**src/rtl/multi_debounce_pkg.sv**
```systemverilog
// multi_debounce_pkg
// Shared definitions for the multi-channel debouncer:
//   state_t     - per-channel filter FSM encoding
//   safe_clog2  - counter width helper that never returns zero
//   max_int     - larger of two integers, for sizing shared counters
package multi_debounce_pkg;

  typedef enum logic [1:0] {
    S_IDLE0 = 2'd0,  // debounced level 0, input quiet
    S_WAIT1 = 2'd1,  // input went high, counting stable ticks
    S_HELD1 = 2'd2,  // debounced level 1, input quiet
    S_WAIT0 = 2'd3   // input went low, counting stable ticks
  } state_t;

  // Width able to hold values 0..value-1, but at least one bit so that
  // degenerate parameter values still give a legal vector.
  function automatic int safe_clog2(input int value);
    return (value <= 2) ? 1 : $clog2(value);
  endfunction

  function automatic int max_int(input int a, input int b);
    return (a > b) ? a : b;
  endfunction

endpackage

```
**src/rtl/multi_debounce_ch.sv**
```systemverilog
// debounce_ch
// One debouncer channel: input synchroniser, stable-tick filter FSM,
// auto-repeat scheduler and registered output strobes.
// Ports:
//   clk, reset  - system clock, asynchronous active-high reset
//   tick        - one-cycle sample tick shared by all channels
//   btn_raw     - raw asynchronous button input, 1 = pressed
//   repeat_en   - auto-repeat enable, synchronous to clk
//   level       - debounced level
//   press       - one-cycle strobe on level 0->1
//   rel         - one-cycle strobe on level 1->0 ("release" is a reserved word)
//   rpt         - one-cycle auto-repeat strobe
module debounce_ch
  import multi_debounce_pkg::*;
#(
  parameter int STABLE_N    = 3,
  parameter int SYNC_STAGES = 2,
  parameter int REPEAT_DLY  = 50,
  parameter int REPEAT_RATE = 10
) (
  input  logic clk,
  input  logic reset,
  input  logic tick,
  input  logic btn_raw,
  input  logic repeat_en,
  output logic level,
  output logic press,
  output logic rel,
  output logic rpt
);

  localparam int CNT_W  = safe_clog2(STABLE_N + 1);
  localparam int RCNT_W = safe_clog2(max_int(REPEAT_DLY, REPEAT_RATE) + 1);

  logic [SYNC_STAGES-1:0] sync;
  logic                   s;

  state_t            state, state_next;
  logic [CNT_W-1:0]  cnt, cnt_next;
  logic [RCNT_W-1:0] rcnt, rcnt_next, rcnt_inc, rcnt_limit;
  logic              first, first_next;
  logic              press_next, rel_next, rpt_next;

  always_ff @(posedge clk or posedge reset) begin
    if (reset) sync <= '0;
    else       sync <= {sync[SYNC_STAGES-2:0], btn_raw};
  end

  assign s = sync[SYNC_STAGES-1];

  always_comb begin
    state_next = state;
    cnt_next   = cnt;
    rcnt_next  = rcnt;
    first_next = first;
    press_next = 1'b0;
    rel_next   = 1'b0;
    rpt_next   = 1'b0;
    rcnt_inc   = rcnt + RCNT_W'(1);
    // The first repeat waits the longer delay; later ones use the rate.
    rcnt_limit = first ? RCNT_W'(REPEAT_DLY) : RCNT_W'(REPEAT_RATE);

    case (state)
      S_IDLE0: begin
        rcnt_next = '0;
        if (s) begin
          state_next = S_WAIT1;
          cnt_next   = '0;
        end
      end
      S_WAIT1: begin
        // A drop back to 0 wins over a tick arriving in the same cycle.
        if (!s) begin
          state_next = S_IDLE0;
        end else if (tick) begin
          if (cnt == CNT_W'(STABLE_N - 1)) begin
            state_next = S_HELD1;
            press_next = 1'b1;
            rcnt_next  = '0;
            first_next = 1'b1;
          end else begin
            cnt_next = cnt + CNT_W'(1);
          end
        end
      end
      S_HELD1: begin
        if (!s) begin
          state_next = S_WAIT0;
          cnt_next   = '0;
        end else if (tick) begin
          if (rcnt_inc == rcnt_limit) begin
            // Schedule keeps running with repeat disabled; only the strobe is gated.
            rpt_next   = repeat_en;
            rcnt_next  = '0;
            first_next = 1'b0;
          end else begin
            rcnt_next = rcnt_inc;
          end
        end
      end
      S_WAIT0: begin
        // A bounce back to 1 resumes the hold with rcnt intact and no strobe.
        if (s) begin
          state_next = S_HELD1;
        end else if (tick) begin
          if (cnt == CNT_W'(STABLE_N - 1)) begin
            state_next = S_IDLE0;
            rel_next   = 1'b1;
            rcnt_next  = '0;
          end else begin
            cnt_next = cnt + CNT_W'(1);
          end
        end
      end
      default: state_next = S_IDLE0;
    endcase
  end

  always_ff @(posedge clk or posedge reset) begin
    if (reset) begin
      state <= S_IDLE0;
      cnt   <= '0;
      rcnt  <= '0;
      first <= 1'b0;
      level <= 1'b0;
      press <= 1'b0;
      rel   <= 1'b0;
      rpt   <= 1'b0;
    end else begin
      state <= state_next;
      cnt   <= cnt_next;
      rcnt  <= rcnt_next;
      first <= first_next;
      level <= (state_next == S_HELD1) || (state_next == S_WAIT0);
      press <= press_next;
      rel   <= rel_next;
      rpt   <= rpt_next;
    end
  end

endmodule

```
**src/rtl/multi_debounce.sv**
```systemverilog
// multi_debounce
// Multi-channel push-button debouncer: one shared sample-tick prescaler
// feeding N_CH independent debounce_ch instances.
// Ports:
//   clk, reset  - system clock, asynchronous active-high reset
//   btn_raw     - [N_CH] raw asynchronous button inputs, 1 = pressed
//   repeat_en   - [N_CH] per-channel auto-repeat enable
//   level       - [N_CH] debounced level
//   press       - [N_CH] one-cycle strobe on level 0->1
//   rel         - [N_CH] one-cycle strobe on level 1->0 ("release" is reserved)
//   rpt         - [N_CH] one-cycle auto-repeat strobe
module multi_debounce
  import multi_debounce_pkg::*;
#(
  parameter int N_CH        = 4,
  parameter int TICK_DIV    = 1000000,
  parameter int STABLE_N    = 3,
  parameter int SYNC_STAGES = 2,
  parameter int REPEAT_DLY  = 50,
  parameter int REPEAT_RATE = 10
) (
  input  logic            clk,
  input  logic            reset,
  input  logic [N_CH-1:0] btn_raw,
  input  logic [N_CH-1:0] repeat_en,
  output logic [N_CH-1:0] level,
  output logic [N_CH-1:0] press,
  output logic [N_CH-1:0] rel,
  output logic [N_CH-1:0] rpt
);

  localparam int TICK_W = safe_clog2(TICK_DIV);

  logic [TICK_W-1:0] tick_cnt;
  logic              tick;

  assign tick = (tick_cnt == TICK_W'(TICK_DIV - 1));

  // Tick phase restarts at zero on every reset.
  always_ff @(posedge clk or posedge reset) begin
    if (reset)     tick_cnt <= '0;
    else if (tick) tick_cnt <= '0;
    else           tick_cnt <= tick_cnt + TICK_W'(1);
  end

  for (genvar gi = 0; gi < N_CH; gi++) begin : g_ch
    debounce_ch #(
      .STABLE_N    (STABLE_N),
      .SYNC_STAGES (SYNC_STAGES),
      .REPEAT_DLY  (REPEAT_DLY),
      .REPEAT_RATE (REPEAT_RATE)
    ) u_ch (
      .clk       (clk),
      .reset     (reset),
      .tick      (tick),
      .btn_raw   (btn_raw[gi]),
      .repeat_en (repeat_en[gi]),
      .level     (level[gi]),
      .press     (press[gi]),
      .rel       (rel[gi]),
      .rpt       (rpt[gi])
    );
  end

endmodule

```
**config.mk**
```make
export PLATFORM = sky130hd
export DESIGN_NAME = multi_debounce
export DESIGN_NICKNAME = d
export VERILOG_FILES = /design/src/rtl/multi_debounce_pkg.sv /design/src/rtl/multi_debounce_ch.sv /design/src/rtl/multi_debounce.sv
export SDC_FILE = /design/constraint.sdc
export NUM_CORES = 1
export LEC_CHECK = 0
export BUFFER_PORTS_ARGS = -buffer_cell sky130_fd_sc_hd__buf_2
export CORE_AREA = 2 2 115 106
export DETAILED_ROUTE_END_ITERATION = 10
export DIE_AREA = 0 0 117 108
export GPL_TIMING_DRIVEN = 0
export PLACE_DENSITY = 0.58
export SLEW_MARGIN = 20
export SYNTH_ARGS = -nofsm -noshare
export SYNTH_HDL_FRONTEND = slang
export SYNTH_SLANG_ARGS = --single-unit
export TNS_END_PERCENT = 20
```
**constraint.sdc**
```tcl
create_clock -name clk -period 3.45 [get_ports clk]
set_clock_uncertainty 0.05 [all_clocks]
set_input_delay 0.1725 -clock clk [delete_from_list [all_inputs] [get_ports clk]]
set_output_delay 0.1725 -clock clk [all_outputs]
set_load 0.02 [all_outputs]
```
==> run summary, run 1 <==
routed len/inst = 12.8 µm
Worst R2R End = g_ch[3].u_ch.rcnt[2]
Die Y = 108 µm
post-cts sizing count = 0
antenna fix cells = 0
Hold Path Origin = repeat_en[1]
peak supply drop = 0.238 mV
Clock power frac = 44.7%
I/O pin cnt = 26
CTS max path bufs = 2
register area = 2180 µm²
Worst-Skew Late Latency = 340 ps
core area = 11300 µm²
Synth area leaders = dfrtp_1, ha_1, xnor2_1
synth warn = 0
synth cell count leaders = dfrtp_1, nand2_1, nor2_1
CP required = 3620 ps
Seq pwr share = 46.8%
RR Startpoint = tick_cnt[6]
crit path launch type = flip-flop
fmax = 0.384 GHz
H-tree depth = 3
worst endpoint data arrival time = 2770 ps
DP Area = 4850 µm²
Sink Count = 87
Final Max Slew Viols = 0
vias in the first global route = 3039
Slew Limit Headroom = 62.2%
dpl hpwl = 5690 µm
Row Count = 37
Mapped Area = 4500 µm²
CTS Root Cell = clkbuf_16
die area = 12600 µm²
setup tns final = 0 ps
initial antenna violation count = 0
final hold violations = 0
Synth area leader = dfrtp_1
Cell Chain, Critical Path = or4b_1 -> nor4_2 -> and2_2 -> buf_6 -> a21boi_1 -> o21ai_2 -> mux2_2
largest fanout on the critical path = 9
Initial Util = 39.6%
fin area = 5230 µm²
FF+latch count, synth = 87
Non-Filler Instances = 641
cts bufs inserted = 9
post-synthesis sequential area ratio = 48.4%
GR Util All Layers = 14.4%
Pleak = 2.32 nW
Synth top area share = 48.4%
Max Cap Viol = 0
PwrDens = 429 nW/µm²
worst slew pin tran = 567 ps
max incr delay on CP = 550 ps
Mean Syn Cell Area = 10.3 µm²
Psw = 0.535 mW
outcome = finished, final reports clean
CTS tree = yes
Switching Fraction = 23.9%
Final nets = 507
Routed Antenna Nets = 0
Multi-input gate area = 2030 µm²
CP max-delay cell = or4b_1
placed insts = 618
top_reg_cell synth = dfrtp_1
share of cells above drive strength 1 = 16.9%
fill count = 1052
Post-Syn Nets = 463
total gr overflow = 0
post-synth cell types = 61
Final Setup Violations = 0
most common cell in the netlist = dfrtp_1
post-layout util = 46.1%
RSZ-0062 raised after global routing = no
final critical-path share of the clock period = 75.4%
Post-synth EDFFs = 0
routed wire length = 8180 µm
R2R depth = 7
first-pass GRT wire length = 14400 µm
CP bufs+invs = 1
Die X = 117 µm
vias per cell = 5.01
layout overhead on the synthesized area = 16.2%
hold crit path type = in -> reg
hold endpoint = g_ch[1].u_ch.rpt
Setup Crit Path Kind = reg -> reg
share of synthesized registers carrying an async set or reset = 100%
Pwr Total = 2.24 mW
Initial DRC Count = 226
Reg clk slew, reported paths = 70 ps
Mapped Cells = 436
CP Capture Type = flip-flop
GP Congestion = 0.791
R2R setup slack = 850 ps
Final min period = 2600 ps
post-CTS repair timing setup buffer count = 0
CP top delay family = simple AND/OR/NAND/NOR gates
DRT Pass-1 Iters = 4
residual DRC count = 0
vias = 3212
Internal = 1.71 mW
largest net degree at the start of global routing = 51
Combinational Power Share = 8.5%
worst hold path stage count = 2
I/O Buffers = 25
==> stage by stage <==
| step | setup WS (ps) | hold WS [ps] |
|---|---|---|
| global route | 691 | 18.7 |
| floorplan | 977 | 154 |
| global placement | -196 | 232 |
| CTS | 863 | 10.9 |
| detailed placement | 868 | 204 |
| finish | 849 | 13.9 |
==> state kept, by name, indices dropped and copies added, names as in the netlist <==
| signal | cells |
|---|---|
| g_ch.u_ch.level | 4 |
| g_ch.u_ch.cnt | 8 |
| g_ch.u_ch.state | 7 |
| g_ch.u_ch.press | 4 |
| g_ch.u_ch.rel | 4 |
| g_ch.u_ch.first | 4 |
| g_ch.u_ch.rcnt | 24 |
| g_ch.u_ch.rpt | 4 |
| g_ch.u_ch.sync | 8 |
| tick_cnt | 20 |
==> cells by family (layout without fill, tap and decap cells) <==
| group | Yosys count | count (layout) | share of synthesized area, % |
|---|---|---|---|
| xor gates and xnor gates | 37 | 37 | 7.21 |
| adders and majority gates | 17 | 17 | 4.73 |
| AOI/OAI and AO/OA | 84 | 84 | 13.0 |
| muxes | 10 | 10 | 2.34 |
| DFF | 87 | 87 | 48.4 |
| buffers and inverters | 52 | 101 | 6.40 |
| and+or+nand+nor | 149 | 149 | 17.9 |
==> layer usage <==
metal  wire [µm]  GRT usage (%)  part of all wire, %
met5           0              0                    0
met3         257           3.70                  3.1
met2        3630           21.6                   44
met1        4190           20.6                   51
met4         102           4.37                  1.2
==> cell usage in the layout, fill, tap and decap left out, drive strengths merged, types with 2 or more instances in the layout <==
cell type     n
o21bai        2
nor2b         2
o31ai        10
dfrtp        87
inv          20
and3         12
clkinv        3
nand3        25
or4           2
o21ai        24
clkbuf       19
o21a          4
nor4          3
nand4         8
o22ai         7
nand2b        2
mux2i         6
a22o          5
nand2        38
nor2         27
nor3         10
xnor2        23
o2bb2ai       4
nor3b         5
and2          6
buf          50
dlygate4sd3   7
nand3b        2
ha           17
a31oi         3
mux2          4
a21oi         8
o41ai         6
xor2         14
==> layout make-up <==
type                    instances  share of cell area, %
clock inverters                 5                   1.08
plain buffers                  32                   4.07
flip-flops and latches         87                   41.7
well taps                     156                   3.74
repair buffers                 33                   4.26
multi-input cells             297                   38.9
clock buffers                  11                   4.84
inverters                      20                   1.48
==> power groups by stage <==
stage	registers [mW]	logic, mW	clock network [mW]
floorplan	1.07	0.141	0
global placement	1.07	0.175	0
detailed placement	1.07	0.183	0
CTS	1.05	0.190	1.02
global route	1.05	0.215	1.07
finish	1.05	0.190	1.00
==> how the worst max path moves through the flow <==
stage	start	endpoint	depth (start not counted)	slack (ps)
5_1_grt	tick_cnt[6]	g_ch[3].u_ch.rcnt[2]	7	690
3_3_place_gp	reset	g_ch[1].u_ch.rcnt[3]	2	-200
2_1_floorplan	reset	g_ch[0].u_ch.cnt[0]	1	980
6_report	tick_cnt[6]	g_ch[3].u_ch.rcnt[2]	7	850
4_1_cts	tick_cnt[6]	g_ch[3].u_ch.rcnt[2]	7	860
3_5_place_dp	tick_cnt[6]	g_ch[3].u_ch.rcnt[2]	7	870
==> what timing repair did <==
item                                   CTS  global route
setup endpoints to repair                0             0
hold buffers                             7             0
endpoints found under the hold margin   43             0
(Power assumes the default switching activity.)
==> run 2, diff against run 1 <==
Clock period 3.45 ns to 2.6 ns, I/O delays scaled along.
==> run 2 against run 1 <==
Against the previous run:
- cell count up 0.62%
- flip-flop and latch count did not move
- non-clock buffer count rose by 4
- routed wire length increased by 0.44%
- largest power group unchanged
- largest cell class unchanged
==> run summary, run 2 (same netlist as run 1, synthesis figures left out) <==
largest net degree at the start of global routing = 51
register area = 2180 µm²
Final Max Slew Viols = 0
Internal = 2.27 mW
initial antenna violation count = 0
Initial DRC Count = 283
die area = 12600 µm²
R2R depth = 7
first-pass GRT wire length = 14500 µm
Clock power frac = 44.6%
worst hold path stage count = 0
most frequent cells in the layout = dfrtp_1, nand2_1, buf_2, nor2_1, nand3_1
Setup Crit Path Kind = reg -> reg
Sink Count = 87
routed wire length = 8210 µm
Combinational Power Share = 8.6%
commonest non-fill, non-tap cell in the layout = dfrtp_1
CP Capture Type = flip-flop
vias = 3214
I/O pin cnt = 26
fmax = 0.402 GHz
Routed Antenna Nets = 0
antenna fix cells = 0
Worst R2R End = g_ch[3].u_ch.rcnt[2]
Switching Fraction = 23.8%
GR Util All Layers = 14.4%
Die X = 117 µm
max FFs per register = 24
H-tree depth = 3
vias per cell = 4.98
vias in the first global route = 3049
Slew Limit Headroom = 62.5%
RR Startpoint = tick_cnt[6]
PwrDens = 564 nW/µm²
hold crit path type = reg -> reg
grt met2 use = 21.6%
largest fanout on the critical path = 9
layout overhead on the synthesized area = 17.4%
Pwr Total = 2.98 mW
outcome = finished, final reports clean
busiest grt layer = met2
GP Congestion = 0.791
cts bufs inserted = 9
final hold violations = 0
DRT Pass-1 Iters = 4
M1 GR Usage = 20.6%
worst slew pin tran = 562 ps
share of cells above drive strength 1 = 17.4%
Final nets = 511
CTS max path bufs = 2
CTS Root Cell = clkbuf_16
final critical-path share of the clock period = 95.6%
dpl hpwl = 5690 µm
CP startpoint = tick_cnt[6]
Pleak = 2.35 nW
crit path launch type = flip-flop
Top reg by flops = g_ch.u_ch.rcnt
max incr delay on CP = 590 ps
Max Cap Viol = 0
Critical Path End = g_ch[3].u_ch.rcnt[2]
core area = 11300 µm²
Psw = 0.710 mW
Reg clk slew, reported paths = 70 ps
Final min period = 2490 ps
post-layout util = 46.5%
Cell Chain, Critical Path = or4b_1 -> nor4_4 -> and2_2 -> buf_6 -> a21boi_1 -> o21ai_2 -> mux2_2
R2R setup slack = 110 ps
Die Y = 108 µm
largest registers = g_ch.u_ch.rcnt: 24 flops, tick_cnt: 20 flops
CP required = 2770 ps
routed len/inst = 12.7 µm
Worst-Skew Late Latency = 340 ps
setup tns final = 0 ps
total gr overflow = 0
RSZ-0062 raised after global routing = no
Seq pwr share = 46.8%
CP max-delay cell = or4b_1
Final Setup Violations = 0
fill count = 1052
peak supply drop = 0.319 mV
Row Count = 37
Initial Util = 39.6%
worst endpoint data arrival time = 2660 ps
I/O Buffers = 25
residual DRC count = 0
CTS tree = yes
met3 Track Usage GR = 3.70%
Multi-input gate area = 2050 µm²
-- run 2: final cells by class --
class	count	area share, %
flip-flops and latches	87	41.3
well taps	156	3.70
inverters	20	1.47
clock buffers	11	4.79
clock inverters	5	1.07
multi-input cells	297	38.8
repair buffers	37	4.88
plain buffers	32	4.03
-- run 2: timing repair --
item,4_1_cts,5_1_grt
setup endpoints to repair,0,8
setup buffers,0,2
resized for setup,0,4
endpoints found under the hold margin,45,0
hold buffers,9,0
-- run 2: power by group through the flow --
| stage | clock network (mW) | registers (mW) | logic (mW) |
|---|---|---|---|
| 2_1_floorplan | 0 | 1.41 | 0.187 |
| 3_3_place_gp | 0 | 1.42 | 0.232 |
| 3_5_place_dp | 0 | 1.42 | 0.242 |
| 4_1_cts | 1.35 | 1.39 | 0.254 |
| 5_1_grt | 1.42 | 1.40 | 0.290 |
| 6_report | 1.33 | 1.39 | 0.256 |
-- run 2: through the flow --
step	worst slack [ps]	hold WS [ps]	area [µm²]	cells
after floorplan	170	111	4500	436
after global placement	-1000	189	4820	617
after detailed placement	17.9	161	4850	618
after CTS	12.7	296	5250	643
after global routing	10.3	317	5280	645
final	114	292	5280	645
-- run 2: critical path, delay by kind of cell (launching register included) --
kind,cells,cell delay (ps)
DFF,1,440
buffers and inverters,1,140
muxes,1,360
and+or+nand+nor,3,1090
AOI/OAI and AO/OA,2,290
-- run 2: routing by layer --
| layer | routed length, µm | share of wire [%] |
|---|---|---|
| met1 | 4160 | 51 |
| met2 | 3750 | 46 |
| met3 | 194 | 2.4 |
| met4 | 106 | 1.3 |
| met5 | 0 | 0 |
-- run 2: worst min path at each step --
stage	from	end
after floorplan	btn_raw[0]	g_ch[0].u_ch.sync[0]
after detailed placement	reset	g_ch[0].u_ch.press
after global routing	g_ch[1].u_ch.sync[0]	g_ch[1].u_ch.sync[1]
after CTS	g_ch[2].u_ch.sync[0]	g_ch[2].u_ch.sync[1]
final	g_ch[2].u_ch.sync[0]	g_ch[2].u_ch.sync[1]
after global placement	btn_raw[3]	g_ch[3].u_ch.sync[0]
==> run 3, diff against run 2 <==
Settings changed: CTS_BUF_LIST from default to sky130_fd_sc_hd__clkbuf_8.
==> run 3 against run 2 <==
Against the previous run:
- core utilization fell by 0.89 points
- count of clock-buffer cells in the layout did not move
- die area did not move
- maximum frequency barely moved
- sequential power barely moved
==> run summary, run 3 (same netlist as run 1, synthesis figures left out) <==
crit path launch type = flip-flop
CTS Root Cell = clkbuf_8
Top reg by flops = g_ch.u_ch.rcnt
Max Cap Viol = 0
final critical-path share of the clock period = 95.6%
Switching Fraction = 25.2%
CP bufs+invs = 1
Slew Limit Headroom = 61.5%
Final Max Slew Viols = 0
die area = 12600 µm²
layout overhead on the synthesized area = 15.1%
worst endpoint data arrival time = 2680 ps
PwrDens = 508 nW/µm²
max incr delay on CP = 590 ps
GP Congestion = 0.791
vias = 3190
largest registers = g_ch.u_ch.rcnt: 24 flops, tick_cnt: 20 flops
share of cells above drive strength 1 = 17.4%
core area = 11300 µm²
pre-CTS WS = 17.9 ps
first-pass GRT wire length = 14400 µm
worst hold path stage count = 0
antenna fix cells = 0
Sink Count = 87
CP Capture Type = flip-flop
CTS tree = yes
cts bufs inserted = 9
Combinational Power Share = 9.7%
H-tree depth = 3
RR Startpoint = tick_cnt[6]
hold crit path type = reg -> reg
Multi-input gate area = 2050 µm²
Seq pwr share = 52.9%
CTS max path bufs = 2
Initial Util = 39.6%
max FFs per register = 24
dpl hpwl = 5690 µm
largest fanout on the critical path = 9
total gr overflow = 0
R2R setup slack = 110 ps
outcome = finished, final reports clean
I/O Buffers = 25
commonest non-fill, non-tap cell in the layout = dfrtp_1
residual DRC count = 0
Cell Chain, Critical Path = or4b_1 -> nor4_4 -> and2_2 -> buf_6 -> a21boi_1 -> o21ai_2 -> mux2_2
Psw = 0.663 mW
routed len/inst = 12.7 µm
Initial DRC Count = 249
CP required = 2790 ps
Row Count = 37
Final nets = 511
initial antenna violation count = 0
GR Util All Layers = 14.3%
Worst-Skew Late Latency = 360 ps
CP max-delay cell = or4b_1
RSZ-0062 raised after global routing = no
CP top delay family = simple AND/OR/NAND/NOR gates
fill count = 1057
Pleak = 2.30 nW
Clock power frac = 37.4%
Hold Path Origin = g_ch[2].u_ch.sync[0]
Die X = 117 µm
Reg clk slew, reported paths = 90 ps
fmax = 0.402 GHz
Routed Antenna Nets = 0
hold endpoint = g_ch[2].u_ch.sync[1]
vias in the first global route = 3041
DRT Pass-1 Iters = 4
peak supply drop = 0.271 mV
worst slew pin tran = 578 ps
routed wire length = 8170 µm
fin worst setup slack = 114 ps
Die Y = 108 µm
register area = 2180 µm²
Fin Hold WS = 296 ps
vias per cell = 4.95
largest net degree at the start of global routing = 51
most frequent cells in the layout = dfrtp_1, nand2_1, buf_2, nor2_1, nand3_1
final hold violations = 0
Final min period = 2490 ps
Internal = 1.97 mW
Worst R2R End = g_ch[3].u_ch.rcnt[2]
R2R depth = 7
Final Setup Violations = 0
I/O pin cnt = 26
Setup Crit Path Kind = reg -> reg
## run 3: repair_timing
item	CTS	global route
gates resized for setup	0	4
setup endpoints to repair	0	8
hold endpoints to repair	45	0
hold buffers	9	0
buffers inserted	0	2
## run 3: metrics by stage
stage                     TNS (ps)  utilization [%]  power (mW)  area [µm²]  std cells
final                            0             45.6        2.63        5170        645
after global routing             0             45.6        2.76        5170        645
after CTS                        0             45.4        2.66        5140        643
after detailed placement         0             42.7        1.66        4850        618
after global placement      -86790             42.5        1.65        4820        617
after floorplan                  0                -        1.60        4500        436
## run 3: routing by layer
metal / GRT usage [%] / vias to the layer above / wire, µm
met3: 3.20 / 7 / 230
met1: 20.4 / 1511 / 4170
li1: - / 1625 / -
met5: 0 / - / 0
met2: 21.5 / 47 / 3670
met4: 4.87 / 0 / 94
## run 3: power by group through the flow
stage,registers (mW),logic [mW],clock network (mW)
6_report,1.39,0.255,0.983
5_1_grt,1.40,0.290,1.07
4_1_cts,1.39,0.254,1.01
3_5_place_dp,1.42,0.242,0
3_3_place_gp,1.42,0.232,0
2_1_floorplan,1.41,0.187,0
## run 3: worst max path at each step
stage                                 endpoint  cells past startpoint         from  slack (ps)
final                     g_ch[3].u_ch.rcnt[2]                      7  tick_cnt[6]         110
after global placement    g_ch[1].u_ch.rcnt[3]                      2        reset       -1000
after CTS                 g_ch[3].u_ch.rcnt[2]                      7  tick_cnt[6]          10
after floorplan            g_ch[0].u_ch.cnt[0]                      1        reset         170
after detailed placement  g_ch[3].u_ch.rcnt[2]                      7  tick_cnt[6]          20
after global routing      g_ch[0].u_ch.rcnt[1]                      7  tick_cnt[6]           8
## run 3: area by class of cell
class / count / share of cell area (%)
multi-input combinational: 297 / 39.6
clock inverter: 5 / 1.09
buffer: 32 / 4.11
sequential: 87 / 42.1
clock buffer: 11 / 2.93
inverter: 20 / 1.50
timing repair buffer: 37 / 4.98
tap: 156 / 3.77
